## src/rtl/riscv_pkg.sv

```systemverilog
// Shared RV32 widths, opcode constants and fetch datapath types.
// Imported by fetch_fifo and instr_fetch_unit.
package riscv_pkg;

  localparam int XLEN = 32;
  localparam int ILEN = 32;

  localparam logic [6:0] OPCODE_R     = 7'b0110011;
  localparam logic [6:0] OPCODE_I     = 7'b0010011;
  localparam logic [6:0] OPCODE_LOAD  = 7'b0000011;
  localparam logic [6:0] OPCODE_STORE = 7'b0100011;

  typedef struct packed {
    logic [ILEN-1:0] instr;
    logic [XLEN-1:0] pc;
  } fetch_entry_t;

  typedef enum logic {
    FS_RUN   = 1'b0,
    FS_DRAIN = 1'b1
  } fetch_state_t;

  function automatic logic [XLEN-1:0] word_align(input logic [XLEN-1:0] addr);
    return {addr[XLEN-1:2], 2'b00};
  endfunction

endpackage

```

## src/rtl/fetch_fifo.sv

```systemverilog
// Two-entry FIFO with flush, used for both the instruction buffer and the PC queue.
// A push on a full FIFO is accepted only when a pop frees a slot in the same cycle.
module fetch_fifo #(
  parameter int WIDTH = 64
) (
  input  logic             clk,
  input  logic             rst_n,
  input  logic             push,
  input  logic             pop,
  input  logic             flush,
  input  logic [WIDTH-1:0] wdata,
  output logic [WIDTH-1:0] rdata,
  output logic [1:0]       count
);

  logic       rd_ptr_q, rd_ptr_d;
  logic       wr_ptr_q, wr_ptr_d;
  logic [1:0] count_q, count_d;
  logic       do_push, do_pop;

  always_comb begin
    do_pop   = pop && (count_q != 2'd0);
    do_push  = push && ((count_q != 2'd2) || do_pop);
    rd_ptr_d = rd_ptr_q;
    wr_ptr_d = wr_ptr_q;
    count_d  = count_q;
    if (flush) begin
      rd_ptr_d = 1'b0;
      wr_ptr_d = 1'b0;
      count_d  = 2'd0;
    end else begin
      if (do_pop)  rd_ptr_d = ~rd_ptr_q;
      if (do_push) wr_ptr_d = ~wr_ptr_q;
      count_d = count_q + {1'b0, do_push} - {1'b0, do_pop};
    end
  end

  always_ff @(posedge clk or negedge rst_n) begin
    if (!rst_n) begin
      rd_ptr_q <= 1'b0;
      wr_ptr_q <= 1'b0;
      count_q  <= 2'd0;
    end else begin
      rd_ptr_q <= rd_ptr_d;
      wr_ptr_q <= wr_ptr_d;
      count_q  <= count_d;
    end
  end

  // Slots are zeroed on reset so the head reads as all-zero while empty after reset.
  for (genvar gi = 0; gi < 2; gi++) begin : g_slot
    logic [WIDTH-1:0] slot_q;
    always_ff @(posedge clk or negedge rst_n) begin
      if (!rst_n) begin
        slot_q <= '0;
      end else if (do_push && !flush && (wr_ptr_q == 1'(gi))) begin
        slot_q <= wdata;
      end
    end
  end

  assign rdata = rd_ptr_q ? g_slot[1].slot_q : g_slot[0].slot_q;
  assign count = count_q;

endmodule

```

## src/rtl/instr_fetch_unit.sv

```systemverilog
// Instruction fetch: credit-limited request issue, in-order responses, redirect with drain.
// Define FETCH_PERF_CNT_EN to add the perf_stall_cnt / perf_flush_cnt counters.
module instr_fetch_unit
  import riscv_pkg::*;
#(
  parameter logic [XLEN-1:0] RESET_PC = 32'h0000_0000
) (
  input  logic            clk,
  input  logic            rst_n,
  output logic            imem_req,
  output logic [XLEN-1:0] imem_addr,
  input  logic            imem_ready,
  input  logic            imem_rvalid,
  input  logic [ILEN-1:0] imem_rdata,
  input  logic            redirect_valid,
  input  logic [XLEN-1:0] redirect_pc,
  output logic            id_valid,
  input  logic            id_ready,
  output logic [ILEN-1:0] id_instr,
  output logic [XLEN-1:0] id_pc,
`ifdef FETCH_PERF_CNT_EN
  output logic [31:0]     perf_stall_cnt,
  output logic [15:0]     perf_flush_cnt,
`endif
  output logic [6:0]      Opcode
);

  logic [XLEN-1:0] pc_q, pc_d;
  logic [1:0]      out_q, out_d;
  logic [1:0]      discard_q, discard_d;
  fetch_state_t    state_q, state_d;
  logic            live_q, live_d;

  logic            pop_id, resp, fire, deliver;
  logic [2:0]      inflight;
  fetch_entry_t    ibuf_wdata, ibuf_head;
  logic [1:0]      ibuf_count, pcq_count;
  logic [XLEN-1:0] pcq_head;

  assign id_valid  = (ibuf_count != 2'd0);
  assign id_instr  = ibuf_head.instr;
  assign id_pc     = ibuf_head.pc;
  assign Opcode    = ibuf_head.instr[6:0];
  assign imem_addr = pc_q;

  always_comb begin
    pop_id   = id_valid && id_ready;
    resp     = imem_rvalid && (out_q != 2'd0);
    // Counting the slot freed by this cycle's pop keeps one-per-cycle throughput
    // while outstanding + buffered can still never exceed the buffer depth.
    inflight = {1'b0, out_q} + {1'b0, ibuf_count} - {2'b00, pop_id};
    imem_req = live_q && !redirect_valid && (inflight < 3'd2);
    fire     = imem_req && imem_ready;
    deliver  = resp && !redirect_valid && (state_q == FS_RUN) && (pcq_count != 2'd0);

    ibuf_wdata.instr = imem_rdata;
    ibuf_wdata.pc    = pcq_head;

    live_d    = 1'b1;
    pc_d      = pc_q;
    out_d     = out_q + {1'b0, fire} - {1'b0, resp};
    discard_d = discard_q;
    if (redirect_valid) begin
      pc_d      = word_align(redirect_pc);
      discard_d = out_q - {1'b0, resp};
    end else begin
      if (fire) pc_d = pc_q + 32'd4;
      if ((state_q == FS_DRAIN) && resp && (discard_q != 2'd0)) begin
        discard_d = discard_q - 2'd1;
      end
    end
    state_d = (discard_d != 2'd0) ? FS_DRAIN : FS_RUN;
  end

  always_ff @(posedge clk or negedge rst_n) begin
    if (!rst_n) begin
      pc_q      <= RESET_PC;
      out_q     <= 2'd0;
      discard_q <= 2'd0;
      state_q   <= FS_RUN;
      live_q    <= 1'b0;
    end else begin
      pc_q      <= pc_d;
      out_q     <= out_d;
      discard_q <= discard_d;
      state_q   <= state_d;
      live_q    <= live_d;
    end
  end

  fetch_fifo #(
    .WIDTH($bits(fetch_entry_t))
  ) u_ibuf (
    .clk   (clk),
    .rst_n (rst_n),
    .push  (deliver),
    .pop   (pop_id),
    .flush (redirect_valid),
    .wdata (ibuf_wdata),
    .rdata (ibuf_head),
    .count (ibuf_count)
  );

  // Holds addresses of requests whose responses will be delivered; discarded ones are not tracked.
  fetch_fifo #(
    .WIDTH(XLEN)
  ) u_pcq (
    .clk   (clk),
    .rst_n (rst_n),
    .push  (fire),
    .pop   (deliver),
    .flush (redirect_valid),
    .wdata (pc_q),
    .rdata (pcq_head),
    .count (pcq_count)
  );

`ifdef FETCH_PERF_CNT_EN
  logic [31:0] stall_q, stall_d;
  logic [15:0] flush_q, flush_d;

  always_comb begin
    stall_d = stall_q;
    flush_d = flush_q;
    if (!id_valid && (stall_q != 32'hFFFF_FFFF)) stall_d = stall_q + 32'd1;
    if (redirect_valid && (flush_q != 16'hFFFF)) flush_d = flush_q + 16'd1;
  end

  always_ff @(posedge clk or negedge rst_n) begin
    if (!rst_n) begin
      stall_q <= 32'd0;
      flush_q <= 16'd0;
    end else begin
      stall_q <= stall_d;
      flush_q <= flush_d;
    end
  end

  assign perf_stall_cnt = stall_q;
  assign perf_flush_cnt = flush_q;
`endif

endmodule
```

## config.mk

```make
export PLATFORM = sky130hd
export DESIGN_NAME = instr_fetch_unit
export DESIGN_NICKNAME = d
export VERILOG_FILES = /design/src/rtl/riscv_pkg.sv /design/src/rtl/fetch_fifo.sv /design/src/rtl/instr_fetch_unit.sv
export SDC_FILE = /design/constraint.sdc
export NUM_CORES = 1
export LEC_CHECK = 0
export ABC_AREA = 1
export CAP_MARGIN = 20
export CELL_PAD_IN_SITES_DETAIL_PLACEMENT = 1
export CELL_PAD_IN_SITES_GLOBAL_PLACEMENT = 2
export CORE_MARGIN = 3
export CORE_UTILIZATION = 32
export CTS_CLUSTER_DIAMETER = 50
export CTS_CLUSTER_SIZE = 25
export DETAILED_ROUTE_END_ITERATION = 10
export PLACE_DENSITY_LB_ADDON = 0.2
export SETUP_SLACK_MARGIN = 0.4
export SLEW_MARGIN = 25
export SYNTH_ARGS = -nofsm -noshare
export SYNTH_HDL_FRONTEND = slang
export SYNTH_HIERARCHICAL = 1
export SYNTH_SLANG_ARGS = --single-unit
```

## constraint.sdc

```tcl
create_clock -name clk -period 3.9 [get_ports clk]
set_input_delay 1.17 -clock clk [delete_from_list [all_inputs] [get_ports clk]]
set_output_delay 1.17 -clock clk [all_outputs]
set_load 0.05 [all_outputs]
```

==> After elaboration in Yosys (flattened, before gate mapping) <==
Index checks and enable logic that the tools add are counted.
Widths: inputs -> output; s select.
{ "word_totals": {"ff_bits": 238, "wordCells": 84} }
{ "op_classes": {"add_sub_neg": 11, "n_lt_le_gt_ge": 1, "eq_ne": 2, "mux": 17, "bitwise": 5, "reduce_logical": 33} }
{ "op_table": {"columns": ["cell", "count"], "rows": [
  ["$mux 32", 3],
  ["$mux 64", 1],
  ["$add 32x3->32 const B", 1],
  ["$logic_and 1x1->1", 20],
  ["$reduce_bool 2->1", 10],
  ["$mux 1", 9],
  ["$mux 2", 4],
  ["$sub 2x1->2", 4],
  ["$add 2x1->2", 3],
  ["$not 1->1", 5],
  ["$ne 2x2->1 const B", 2],
  ["$add 2x2->3", 1],
  ["$lt 3x2->1 const B", 1],
  ["$sub 3x1->3", 1],
  ["$logic_or 1x1->1", 2],
  ["$sub 2x1->2 const B", 1],
  ["$logic_not 1->1", 1]
]} }

==> Depth between registers and ports, before layout <==
Gate-level depths: netlist (run 1).
{ "depth": {"ltp_word": 11, "depth_mapped": 18} }

==> By module <==
Netlist (run 1), hierarchy kept.
{ "modules_own_cells": {"columns": ["mod", "n_inst", "cells_per_inst", "area_each_um2"], "rows": [
  ["fetch_fifo (u_ibuf)", 1, 809, 6506.2],
  ["fetch_fifo (u_pcq)", 1, 420, 3310.7],
  ["instr_fetch_unit", 1, 430, 2763.9]
]} }

==> Least setup slack after synthesis (run 1) <==
OpenSTA, ideal clock, no wires.
{ "synth_path": {"path_type": "input -> output", "start": "input port id_ready", "end": "output port imem_req", "arrival_time_ns": 3.093, "path_slack_ns": -0.363, "path_stages": 6, "path_buffers": 0, "cell_sequence": "o21a_1 -> ha_1 -> or2_2 -> fa_1 -> nand3_2 -> nor2_1"} }
{ "synth_via": {"elab_chain_cells": 4} }
{ "synth_lines": {"columns": ["element", "line_no", "source"], "rows": [
  ["start, declared", "instr_fetch_unit.sv:18", "input logic id_ready,"],
  ["$logic_and 1x1->1", "instr_fetch_unit.sv:47", "pop_id = id_valid && id_ready;"],
  ["$sub 3x1->3", "instr_fetch_unit.sv:51", "inflight = {1'b0, out_q} + {1'b0, ibuf_count} - {2'b00, pop_id};"],
  ["$lt 3x2->1", "instr_fetch_unit.sv:52", "imem_req = live_q && !redirect_valid && (inflight < 3'd2);"],
  ["$logic_and 1x1->1", "instr_fetch_unit.sv:52", null],
  ["end, declared", "instr_fetch_unit.sv:10", "output logic imem_req,"]
]} }
No other way between the ends.

==> Worst setup path in the final report (run 1) <==
{ "layout_path": {"start": "input port id_ready", "end": "output port imem_req"} }
{ "layout_via": {"elab_chain_cells": 4} }
{ "layout_lines": {"columns": ["element", "line_no", "source"], "rows": [
  ["$logic_and 1x1->1", "instr_fetch_unit.sv:47", null],
  ["net pop_id", "instr_fetch_unit.sv:34", "logic pop_id, resp, fire, deliver;"],
  ["$sub 3x1->3", "instr_fetch_unit.sv:51", null],
  ["$lt 3x2->1", "instr_fetch_unit.sv:52", null],
  ["$logic_and 1x1->1", "instr_fetch_unit.sv:52", null]
]} }
The timed path passes the listed nets, and every way through them passes these cells.

==> metrics, run 1 <==
Slew HR 0.526; Area Growth Syn to Fin 28.1%; Top Family by Delay on Critical Path adder cells; Primary FF master, synth dfrtp_1; WP depth 8; critical path fanouts, max 2; Top Usage Layer GRT met2; Final setup viols 1; IO Pins 175; Worst EP arrival roughly 2.8 ns; Reg clk slew, reported paths 0.06 ns; reg2reg end u_pcq/count[0]; FMAX roughly 250 MHz; Slew Limit Fails 0; P per Cell Area 501 nW/um^2; Final TNS setup -0.0862 ns; TritonCTS clock tree done; Slew @ Worst Pin 0.710 ns; Slowest cell on crit path fa_2; worst reg2reg startpoint u_ibuf/count[1]; Worst Setup Path Type input pin to output pin; Peak VDD IR between 0.2 and 0.25 mV; R2R Setup Slk 0.85 ns; P_leak approximately 8.4 nW; Die W 204 um; hpwl dp 26.3 mm; CP cell instances buf_6, o21a_1, ha_1, or2_4, fa_2, nand3_4, nor2_4, buf_12; final hold vios 0; WL/cell between 15 and 20 um; Async SR Flop Fraction 1.00; GRT Total Usage 0.195; Netlist cell types 34; clk_lat worst skew 0.50 ns; sequential area share after synthesis 0.469; #FFs+latches synth 236; M3 GR Usage 0.0268; Residual DRC 0; antenna diode count 0; vias in the first global route approximately 12000; # clock sinks 236; EDFF count, synth 0; CTS Root Cell clkbuf_16; met1 Resource Use GR 0.263; Die Height slightly above 200 um; crit start category input pin; synthesized area per cell 7.58 um^2; M2 GR Usage 0.337; Crit path required time ~2.7 ns; setup ws final -0.0862 ns; full die area approximately 42000 um^2; GRT overflow 0; Tmin final 3.99 ns; Worst setup endpoint imem_req; pre-CTS setup slack -0.457 ns; antenna violations before repair 0; Rows 72; Antenna Nets Post-Route 0; CTS max path bufs 3; vias per cell around 4.9; # H-tree levels 2; outcome finished with violations; critical path capture point type output pin; failing checks negative setup slack; share of layout cells above drive strength 1 0.143; DRT iter0 DRCs 505; GP Congestion 0.793; largest net degree at the start of global routing 83; Filler cells 4670; Worst Reg-to-Reg Cells 14; WL final 40.5 mm; first-pass GRT wire length 65.9 mm; Worst setup startpoint id_ready; nets between 1500 and 2000; number of max-cap violations 0; synth warn 6; max incr delay on CP 0.55 ns; Buf/Inv on CP 2; worst hold path type flop to flop; final worst-path cycle share 1.02; Mapped Cells 1659; skew final 0.0169 ns; via count 11400; IO Port Bufs 170; Pre-antenna DRT Iters 4; total CTS buffers 36; Initial Utilization 0.325; synthesized area approximately 13000 um^2; RSZ-0062 raised after global routing yes; core area 38700 um^2
power breakdown:
group	switching (W)	internal [W]	total [W]	leakage [nW]
logic	0.00113	0.000597	0.00173	4.55
clock network	0.00121	0.00215	0.00336	0.609
registers	0.000267	0.00272	0.00299	3.19
routing by layer:
layer,share of wire,vias to the layer above
li1,-,5632
met3,0.036,42
met4,0.017,0
met2,0.48,170
met5,0,-
met1,0.47,5563
cell usage after synthesis, types with 7 or more instances:
cell,count,share of area
nand3_1,80,0.032
dfrtp_1,236,0.47
inv_1,64,0.019
nand2_1,801,0.24
nor2_1,42,0.013
buf_6,8,0.0072
xnor2_1,7,0.0049
buf_2,75,0.030
nand2_2,53,0.026
buf_4,21,0.013
o21bai_1,7,0.0042
clkbuf_1,13,0.0039
ha_1,11,0.011
nand4_1,192,0.095
metrics by stage:
stage | total power, W | instances | util | hold slack [ns] | area [um^2]
after floorplan | 0.00409 | 1664 | - | 0.442 | 12700
after global placement | 0.00473 | 2274 | 0.381 | 0.453 | 14800
after detailed placement | 0.00478 | 2274 | 0.381 | 0.458 | 14800
after CTS | 0.00822 | 2340 | 0.416 | 0.472 | 16100
after global routing | 0.00853 | 2340 | 0.416 | 0.490 | 16100
final | 0.00808 | 2340 | 0.416 | 0.467 | 16100
registers in the layout, indices dropped and copies added (netlist names), 2 cells and up:
register / flops
u_ibuf/g_slot.slot_q: 128
out_q: 2
discard_q: 2
u_pcq/count: 2
imem_addr: 30
u_ibuf/count: 2
u_pcq/g_slot.slot_q: 64
worst reg2reg max path: stages (launching register included):
cell      delay [ns]
dfrtp_1         0.45
o21a_1          0.25
ha_1            0.28
or2_4           0.25
fa_2            0.55
nand3_4         0.08
buf_4           0.15
nand3b_4        0.15
inv_2           0.11
nand2_4         0.06
ha_4            0.27
inv_2           0.03
ha_4            0.24
inv_1           0.03
nor2_1          0.07
worst min path at each step:
stage,depth (start not counted),startpoint,to
final,2,u_pcq/g_slot[0].slot_q[20],u_pcq/g_slot[0].slot_q[20]
after global routing,2,u_ibuf/g_slot[1].slot_q[8],u_ibuf/g_slot[1].slot_q[8]
after CTS,2,u_pcq/g_slot[0].slot_q[20],u_pcq/g_slot[0].slot_q[20]
after detailed placement,2,u_pcq/g_slot[0].slot_q[25],u_pcq/g_slot[0].slot_q[25]
after global placement,2,u_ibuf/g_slot[0].slot_q[42],u_ibuf/g_slot[0].slot_q[42]
after floorplan,2,u_ibuf/g_slot[1].slot_q[62],u_ibuf/g_slot[1].slot_q[62]
final cells by class:
class	instances	area, um^2	share of cell area
flip-flops and latches	236	5910	0.366
multi-input cells	1235	5760	0.358
repair buffers	217	2270	0.141
clock buffers	45	1030	0.0637
well taps	518	648	0.0402
inverters	70	268	0.0166
clock inverters	19	240	0.0149
placed cells by master (no fill, tap or decap), types with 5 or more instances in the layout:
cell,instances
clkbuf_8,7
inv_2,6
conb_1,7
dfrtp_1,235
o21bai_1,7
ha_1,9
clkinvlp_4,5
clkdlybuf4s15_2,51
nand4_1,192
nand3_1,80
nand2_1,800
nor2_4,5
buf_12,15
inv_1,62
o21ai_0,5
clkbuf_16,37
nand2_2,53
buf_4,38
clkdlybuf4s50_1,95
xnor2_1,6
nor2_1,41
dlygate4sd2_1,10
cell families after synthesis:
logic type | count (synthesis) | synth area share
AND/OR/NAND/NOR | 1190 | 0.421
flip-flops | 236 | 0.469
buffers and inverters | 193 | 0.0811
AO/OA/AOI/OAI | 16 | 0.00865
adder cells (fa/ha/maj) | 12 | 0.0125
XOR/XNOR | 10 | 0.00696
other | 2 | 0.000597
timing repair:
item                                    CTS  global route
hold buffers                              0             0
buffers inserted                          2             0
endpoints found under the setup margin   99            13
gates resized for setup                 177             6
pin swaps                                 4             2
Note: power is estimated with default switching activity, not from simulation.
==> run 2: changes to the inputs <==
- CTS_BUF_LIST: not set -> sky130_fd_sc_hd__clkbuf_8 sky130_fd_sc_hd__clkbuf_16
==> run 2 against run 1 <==
The run still ends with negative setup slack left. Die area is the same. Worst setup slack is essentially flat. Sequential cell count is the same. First-iteration DRC count is the same. Total power is essentially flat. Critical path depth is the same. Register-to-register slack is essentially flat. Non-clock buffer count is the same. Critical path type unchanged. Largest cell class unchanged.
==> metrics, run 2 (synthesis gave the netlist of run 1 again) <==
failing checks negative setup slack; Final Cell Area 16100 um^2 (unchanged); # clock sinks 236 (unchanged); GRT overflow 0 (unchanged); Final setup viols 1 (unchanged); commonest non-fill, non-tap cell in the layout nand2_1; P_leak 8.36 nW (about the same); Crit path required time 2.73 ns (about the same); FMAX 251 MHz (unchanged); clk_lat worst skew 0.50 ns (about the same); Reg clk slew, reported paths 0.06 ns (about the same); first-pass GRT wire length 65.9 mm (unchanged); WL/cell 17.3 um (about the same); Hold-fix buffers, CTS 0 (unchanged); worst hold path type flop to flop; RSZ-0062 raised after global routing yes; # H-tree levels 2 (unchanged); TritonCTS clock tree done; DP Area 14800 um^2 (unchanged); vias in the first global route 12100 (unchanged); final hold vios 0 (unchanged); Antenna Nets Post-Route 0 (unchanged); Final TNS setup -0.0862 ns (-0.00000110 ns); max reg flops 128 (unchanged); Slew HR 0.527 (about the same); total CTS buffers 36 (unchanged); CTS Root Cell clkbuf_16; Worst EP arrival 2.82 ns (about the same); Pre-antenna DRT Iters 4 (unchanged); WL final 40.5 mm (about the same); Tmin final 3.99 ns (+0.00000110 ns); skew final 0.0165 ns (-0.000318 ns); setup ws final -0.0862 ns (-0.00000110 ns); critical path fanouts, max 2 (unchanged); final cell count without fillers 2340 (unchanged); antenna violations before repair 0 (unchanged); critical path capture point type output pin; Die Height 204 um (unchanged); GRT Total Usage 0.195 (unchanged); Die W 204 um (unchanged); Peak VDD IR 0.233 mV (+0.22%); IO Port Bufs 170 (unchanged); Area Growth Syn to Fin 28.1% (unchanged); CTS max path bufs 3 (unchanged); Slew @ Worst Pin 0.710 ns (-0.0000199 ns); crit start category input pin; largest net degree at the start of global routing 83 (unchanged); Initial Utilization 0.325 (unchanged); outcome finished with violations; Rows 72 (unchanged); final worst-path cycle share 1.02 (about the same); full die area 41700 um^2 (unchanged); Residual DRC 0 (unchanged); DRT iter0 DRCs 505 (unchanged); antenna diode count 0 (unchanged); Worst Setup Path Type input pin to output pin; Slew Limit Fails 0 (unchanged); share of layout cells above drive strength 1 0.143 (unchanged); total chip power 0.00808 W (about the same); placed insts 2274 (unchanged); Most flops, register u_ibuf/g_slot.slot_q; R2R Setup Slk 0.85 ns (about the same); via count 11400 (+0.035%); most frequent cells in the layout nand2_1 (800), dfrtp_1 (235), nand4_1 (192), clkdlybuf4s50_1 (95), nand3_1 (80); vias per cell 4.88 (about the same); hpwl dp 26.3 mm (unchanged); GP Congestion 0.793 (unchanged); core area 38700 um^2 (unchanged); nets 1878 (unchanged); P per Cell Area 501 nW/um^2 (about the same); number of max-cap violations 0 (unchanged); IO Pins 175 (unchanged); Filler cells 4670 (unchanged)
==> run 2: cell count changes in the layout (fill, tap and decap cells not counted), sizes merged <==
cell    previous run  this run
inv               75        76
clkbuf            48        47
==> run 2: timing repair <==
action                                  4_1_cts  5_1_grt
pin swaps                                     4        2
endpoints found under the setup margin       99       13
setup buffers                                 2        0
gates resized for setup                     177        6
==> run 2: worst max-delay path: stages <==
cell,delay (ns)
buf_6,0.09
o21a_1,0.12
ha_1,0.28
or2_4,0.25
fa_2,0.55
nand3_4,0.08
nor2_4,0.13
buf_12,0.14
==> run 2: final timing paths <==
path                            depth (start not counted)                       start                           to
max in group asynchronous                               2                       rst_n   u_pcq/g_slot[0].slot_q[21]
worst max register to register                         14             u_ibuf/count[1]               u_pcq/count[0]
worst max-delay path                                    8                    id_ready                     imem_req
worst min register to register                          2  u_pcq/g_slot[0].slot_q[20]   u_pcq/g_slot[0].slot_q[20]
min in group asynchronous                               1                       rst_n  u_ibuf/g_slot[1].slot_q[58]
worst min-delay path                                    2  u_pcq/g_slot[0].slot_q[20]   u_pcq/g_slot[0].slot_q[20]
==> run 2: final cells by class <==
| type | instances | area, um^2 | area share |
|---|---|---|---|
| Sequential cell | 236 | 5910 | 0.366 |
| Tap cell | 518 | 648 | 0.0402 |
| Clock buffer | 44 | 1020 | 0.0634 |
| Timing Repair Buffer | 217 | 2270 | 0.141 |
| Multi-Input combinational cell | 1235 | 5760 | 0.358 |
| Inverter | 70 | 268 | 0.0166 |
| Clock inverter | 20 | 244 | 0.0151 |
==> run 2: per-layer routing <==
metal  GRT usage  up-vias  wire length (um)
li1            -     5634                 -
met1       0.263     5553             19000
met2       0.337      182             19300
met3      0.0268       42              1480
met4      0.0401        0               702
met5           0        -                 0
==> run 2: per-stage QoR <==
step                utilization  setup slack [ns]  hold slack, ns
finish                    0.416           -0.0862           0.467
global route              0.416            -0.130           0.490
CTS                       0.416            -0.140           0.472
detailed placement        0.381            -0.457           0.458
global placement          0.381            -0.447           0.453
floorplan                     -            0.0637           0.442
==> run 2: power breakdown <==
part	internal [W]	switching [W]
clock network	0.00215	0.00121
registers	0.00272	0.000267
logic	0.000597	0.00113
==> RTL edit 1, RTL diff (settings of run 1) <==
Build with the macro `FETCH_PERF_CNT_EN` defined.
--- a/src/rtl/instr_fetch_unit.sv
+++ b/src/rtl/instr_fetch_unit.sv
@@ -1,5 +1,7 @@
 // Instruction fetch: credit-limited request issue, in-order responses, redirect with drain.
 // Define FETCH_PERF_CNT_EN to add the perf_stall_cnt / perf_flush_cnt counters.
+`define FETCH_PERF_CNT_EN
+
 module instr_fetch_unit
   import riscv_pkg::*;
 #(
Check against the original RTL (old outputs only; new: perf_flush_cnt and perf_stall_cnt): equivalent (equiv_simple and equiv_induct, registers matched by name and starting in step).
==> RTL edit 1 against run 1 <==
- the flow still finishes with violations (setup timing)
- area after synthesis rose by 24%
- sequential cell count increased by 48
- count of clock-buffer cells in the layout increased by 5
- sequential power grew 24%
- power up 27%
- wire length is 28% higher
- worst setup slack got worse by 0.014 ns
- combinational power rose by 37%
- final area is 23% higher
- worst hold slack about the same
- non-clock buffer count rose by 46
- critical path depth increased by 2
- critical endpoint unchanged
- largest cell class is now multi-input combinational cells
==> RTL edit 1: results (changes against run 1) <==
status finished, violations left (unchanged); failing checks setup timing (unchanged); Post-Route Skew 0.01193 ns (was 0.01687 ns); Layout Nets 2,413 (was 1,878); flop2flop setup slack 0.64 ns (was 0.85 ns); final worst-path setup slack -0.09988 ns (was -0.08623 ns); Routed wire per std cell 17.36 um (was 17.30 um); Reg2Reg Depth 16 (was 14); Tightest Pin Transition 0.9246 ns (was 0.7103 ns); Post-DP HPWL 33,540 um (was 26,290 um); IO Port Bufs 218 (was 170); Synth top cells by count 1,060 x nand2_1, 284 x dfrtp_1, 198 x nand4_1 (was 801 x nand2_1, 236 x dfrtp_1, 192 x nand4_1); CTS buffer count 43 (was 36); worst r2r dst out_q[1] (was u_pcq/count[0]); Internal 6.665 mW (was 5.470 mW); final WL 51,690 um (was 40,490 um); CP peak stage delay 0.53 ns (was 0.55 ns); setup_tns -0.09988 ns (was -0.08623 ns); largest net degree at the start of global routing 69 (was 83); placed instance count 2,896 (was 2,274); Worst VDD drop 378.8 uV (was 233.0 uV); Setup violations, final 1 (unchanged); worst hold endpoint u_ibuf/g_slot[0].slot_q[45] (was u_pcq/g_slot[0].slot_q[20]); final hold slack 0.4667 ns (was 0.4666 ns); Final Wtd Congestion 0.8083 (was 0.7925); Via density 4.898 (was 4.875); vias in the first global route 15,230 (was 12,130); Synth area leaders dfrtp_1 45%, nand2_1 25%, nand4_1 7.9% (was dfrtp_1 47%, nand2_1 24%, nand4_1 9.5%); initial antenna violation count 1 (was 0); Critical Path AT 2.83 ns (was 2.82 ns); later-pin clock latency in the skew report 0.56 ns (was 0.50 ns); register area share after synthesis 0.4543 (was 0.4694); ratio of cells with drive above 1 in the final layout 0.1109 (was 0.1432)
==> RTL edit 1: cell types whose count changed in the layout (fill, tap and decap cells not counted), moves of 10 or more <==
cell | run 1 | this run
clkdlybuf4s50_1 | 95 | 142
nand3_1 | 80 | 91
xor2_1 | 3 | 26
dlygate4sd2_1 | 10 | 20
clkdlybuf4s15_2 | 51 | 0
inv_1 | 62 | 108
buf_4 | 38 | 70
dfrtp_1 | 235 | 283
nand2_1 | 800 | 1058
nor2_1 | 41 | 110
==> RTL edit 1: stage by stage <==
stage,area [um^2],util
final,19800,0.4121
after global routing,19800,0.4121
after CTS,19790,0.4119
after detailed placement,18270,0.3803
after global placement,18270,0.3803
after floorplan,15760,-
==> RTL edit 1: final cells by class <==
class | instances | area [um^2]
fillers | 5948 | 28250
multi-input cells | 1619 | 7440
repair buffers | 263 | 2499
flip-flops and latches | 284 | 7108
clock buffers | 50 | 1185
well taps | 615 | 769.5
inverters | 118 | 455.4
clock inverters | 28 | 341.6
==> RTL edit 1: layer usage <==
layer	wire (um)	global-route usage
met4	857	0.04696
met2	24790	0.3430
met5	13	0
met3	1485	0.02527
met1	24540	0.2730
==> RTL edit 1: worst min-delay path, stage by stage, from the launching register on <==
cell and delay [ns]:
dfrtp_1 0.34, nand2_1 0.05, nand2_1 0.04
==> RTL edit 1: timing repair <==
item                       in CTS  in global routing
setup buffers                   2                  1
hold buffers                    0                  0
setup endpoints to repair     144                 17
pin swaps                       4                  2
gates resized for setup        47                 21
==> RTL edit 1: how the worst max path moves through the flow <==
| stage | startpoint | endpoint | depth (start not counted) |
|---|---|---|---|
| floorplan | id_ready | u_pcq/count[0] | 17 |
| global placement | id_ready | imem_req | 10 |
| detailed placement | id_ready | imem_req | 10 |
| CTS | id_ready | imem_req | 10 |
| global route | id_ready | imem_req | 10 |
| finish | id_ready | imem_req | 10 |
==> RTL edit 1: logic make-up after synthesis <==
group           after synthesis  share of synthesized area
compound gates               13                   0.004159
buf+inv                     249                    0.07894
flops                       284                     0.4543
simple gates               1542                     0.4264
other cells                   2                  0.0004801
fa+ha+maj                    14                    0.01168
xor+xnor                     43                    0.02407
==> RTL edit 1: power groups by stage <==
stage / clock network [mW] / registers, mW / logic (mW)
after detailed placement: 0 / 3.77 / 2.39
after global routing: 4.38 / 3.79 / 2.64
after global placement: 0 / 3.76 / 2.34
final: 4.13 / 3.72 / 2.37
after floorplan: 0 / 4.05 / 1.20
after CTS: 4.26 / 3.73 / 2.39
==> RTL edit 2, RTL diff (flow settings as in run 1) <==
Made on the original files. The package constant `ILEN` goes from 32 to 16.
--- a/src/rtl/riscv_pkg.sv
+++ b/src/rtl/riscv_pkg.sv
@@ -3,7 +3,7 @@
 package riscv_pkg;
 
   localparam int XLEN = 32;
-  localparam int ILEN = 32;
+  localparam int ILEN = 16;
 
   localparam logic [6:0] OPCODE_R     = 7'b0110011;
   localparam logic [6:0] OPCODE_I     = 7'b0010011;
Interface: changed (resized id_instr and imem_rdata); port bits go from 175 to 143. No check against the original RTL was run, so the function may have changed too.
==> RTL edit 2 against run 1 <==
- the run still ends with setup timing left
- power is 12% lower
- wire length is 16% lower
- synthesized cell count is 11% lower
- combinational power is 7% lower
- final area is 16% lower
- area after synthesis is 14% lower
- sequential power is 10% lower
- sequential cell count is 32 lower
- worst setup slack better by 0.0085 ns
- critical path depth stayed put
- fmax is 0.21% higher
- critical path type unchanged
==> RTL edit 2: results (changes against run 1) <==
Worst VDD drop 350.4 uV (was 233.0 uV); Final Wtd Congestion 0.7424 (was 0.7925); failing checks setup timing (unchanged); Tightest Pin Transition 0.6538 ns (was 0.7103 ns); vias in the first global route 10,480 (was 12,130); DR iter-0 viols 424 (was 505); Synth cell types 33 (was 34); first-pass GRT wire length 55,700 um (was 65,900 um); Global Route Usage Sum 0.1887 (was 0.1952); Post-Route Skew 0.009479 ns (was 0.01687 ns); IO Port Bufs 138 (was 170); Setup violations, final 1 (unchanged); met3 usage 0.02377 (was 0.02676); ratio of cells with drive above 1 in the final layout 0.1163 (was 0.1432); Pre-Repair DR Iteration Count 5 (was 4); Hold Startpoint u_ibuf/g_slot[1].slot_q[43] (was u_pcq/g_slot[0].slot_q[20]); routed wl met3 1280 um (was 1458 um); Leak 7.196 nW (was 8.354 nW); Layout Nets 1,643 (was 1,878); flop2flop setup slack 0.90 ns (was 0.85 ns); routed wire length on met2 15,740 um (was 19,300 um); worst hold endpoint u_ibuf/g_slot[1].slot_q[43] (was u_pcq/g_slot[0].slot_q[20]); Critical Path AT 2.81 ns (was 2.82 ns); final worst-path setup slack -0.07769 ns (was -0.08623 ns); M1 wire length 16,360 um (was 19,020 um); Via density 4.878 (was 4.875); status finished, violations left (unchanged); later-pin clock latency in the skew report 0.54 ns (was 0.50 ns)
RTL edit 2: repair_timing:
action                                  CTS  global route
pin swaps                                 5             5
hold buffers                              0             0
gates cloned                              0             0
buffers inserted                          1             1
endpoints found under the setup margin    1             1
resized for setup                         5             0
RTL edit 2: area by class of cell:
cell class	count	area [um^2]	share of cell area
flip-flops and latches	204	5105	0.3750
multi-input cells	1093	5030	0.3695
repair buffers	177	1622	0.1191
clock buffers	33	760.7	0.05588
well taps	442	553.0	0.04062
inverters	72	272.8	0.02004
clock inverters	21	270.3	0.01985
RTL edit 2: stage by stage:
| step | instances | area [um^2] | total power, mW | TNS [ns] |
|---|---|---|---|---|
| after global routing | 2042 | 13610 | 7.516 | -0.1437 |
| after CTS | 2041 | 13610 | 7.200 | -0.1035 |
| final | 2042 | 13610 | 7.090 | -0.07769 |
| after global placement | 1986 | 12560 | 4.296 | -5.695 |
| after floorplan | 1474 | 10970 | 3.734 | 0 |
| after detailed placement | 1986 | 12560 | 4.339 | -8.545 |
RTL edit 2: where the power goes:
group | total, mW | internal (mW) | switching [mW]
registers | 2.68 | 2.41 | 0.268
logic | 1.61 | 0.548 | 1.06
clock network | 2.80 | 1.75 | 1.05
RTL edit 2: kinds of logic after synthesis:
| group | count (synthesis) | synth area share |
|---|---|---|
| adders and majority gates | 12 | 0.01452 |
| buffers and inverters | 177 | 0.07825 |
| xor gates and xnor gates | 9 | 0.007260 |
| other | 2 | 0.0006917 |
| and+or+nand+nor | 1049 | 0.4198 |
| DFF | 204 | 0.4702 |
| AOI/OAI and AO/OA | 16 | 0.009219 |
RTL edit 2: critical path, cell delays in order:
cell     delay [ns]
buf_6          0.09
o21a_1         0.12
ha_1           0.27
or2_4          0.23
fa_2           0.59
nand3_4        0.08
nor2_4         0.11
buf_12         0.14
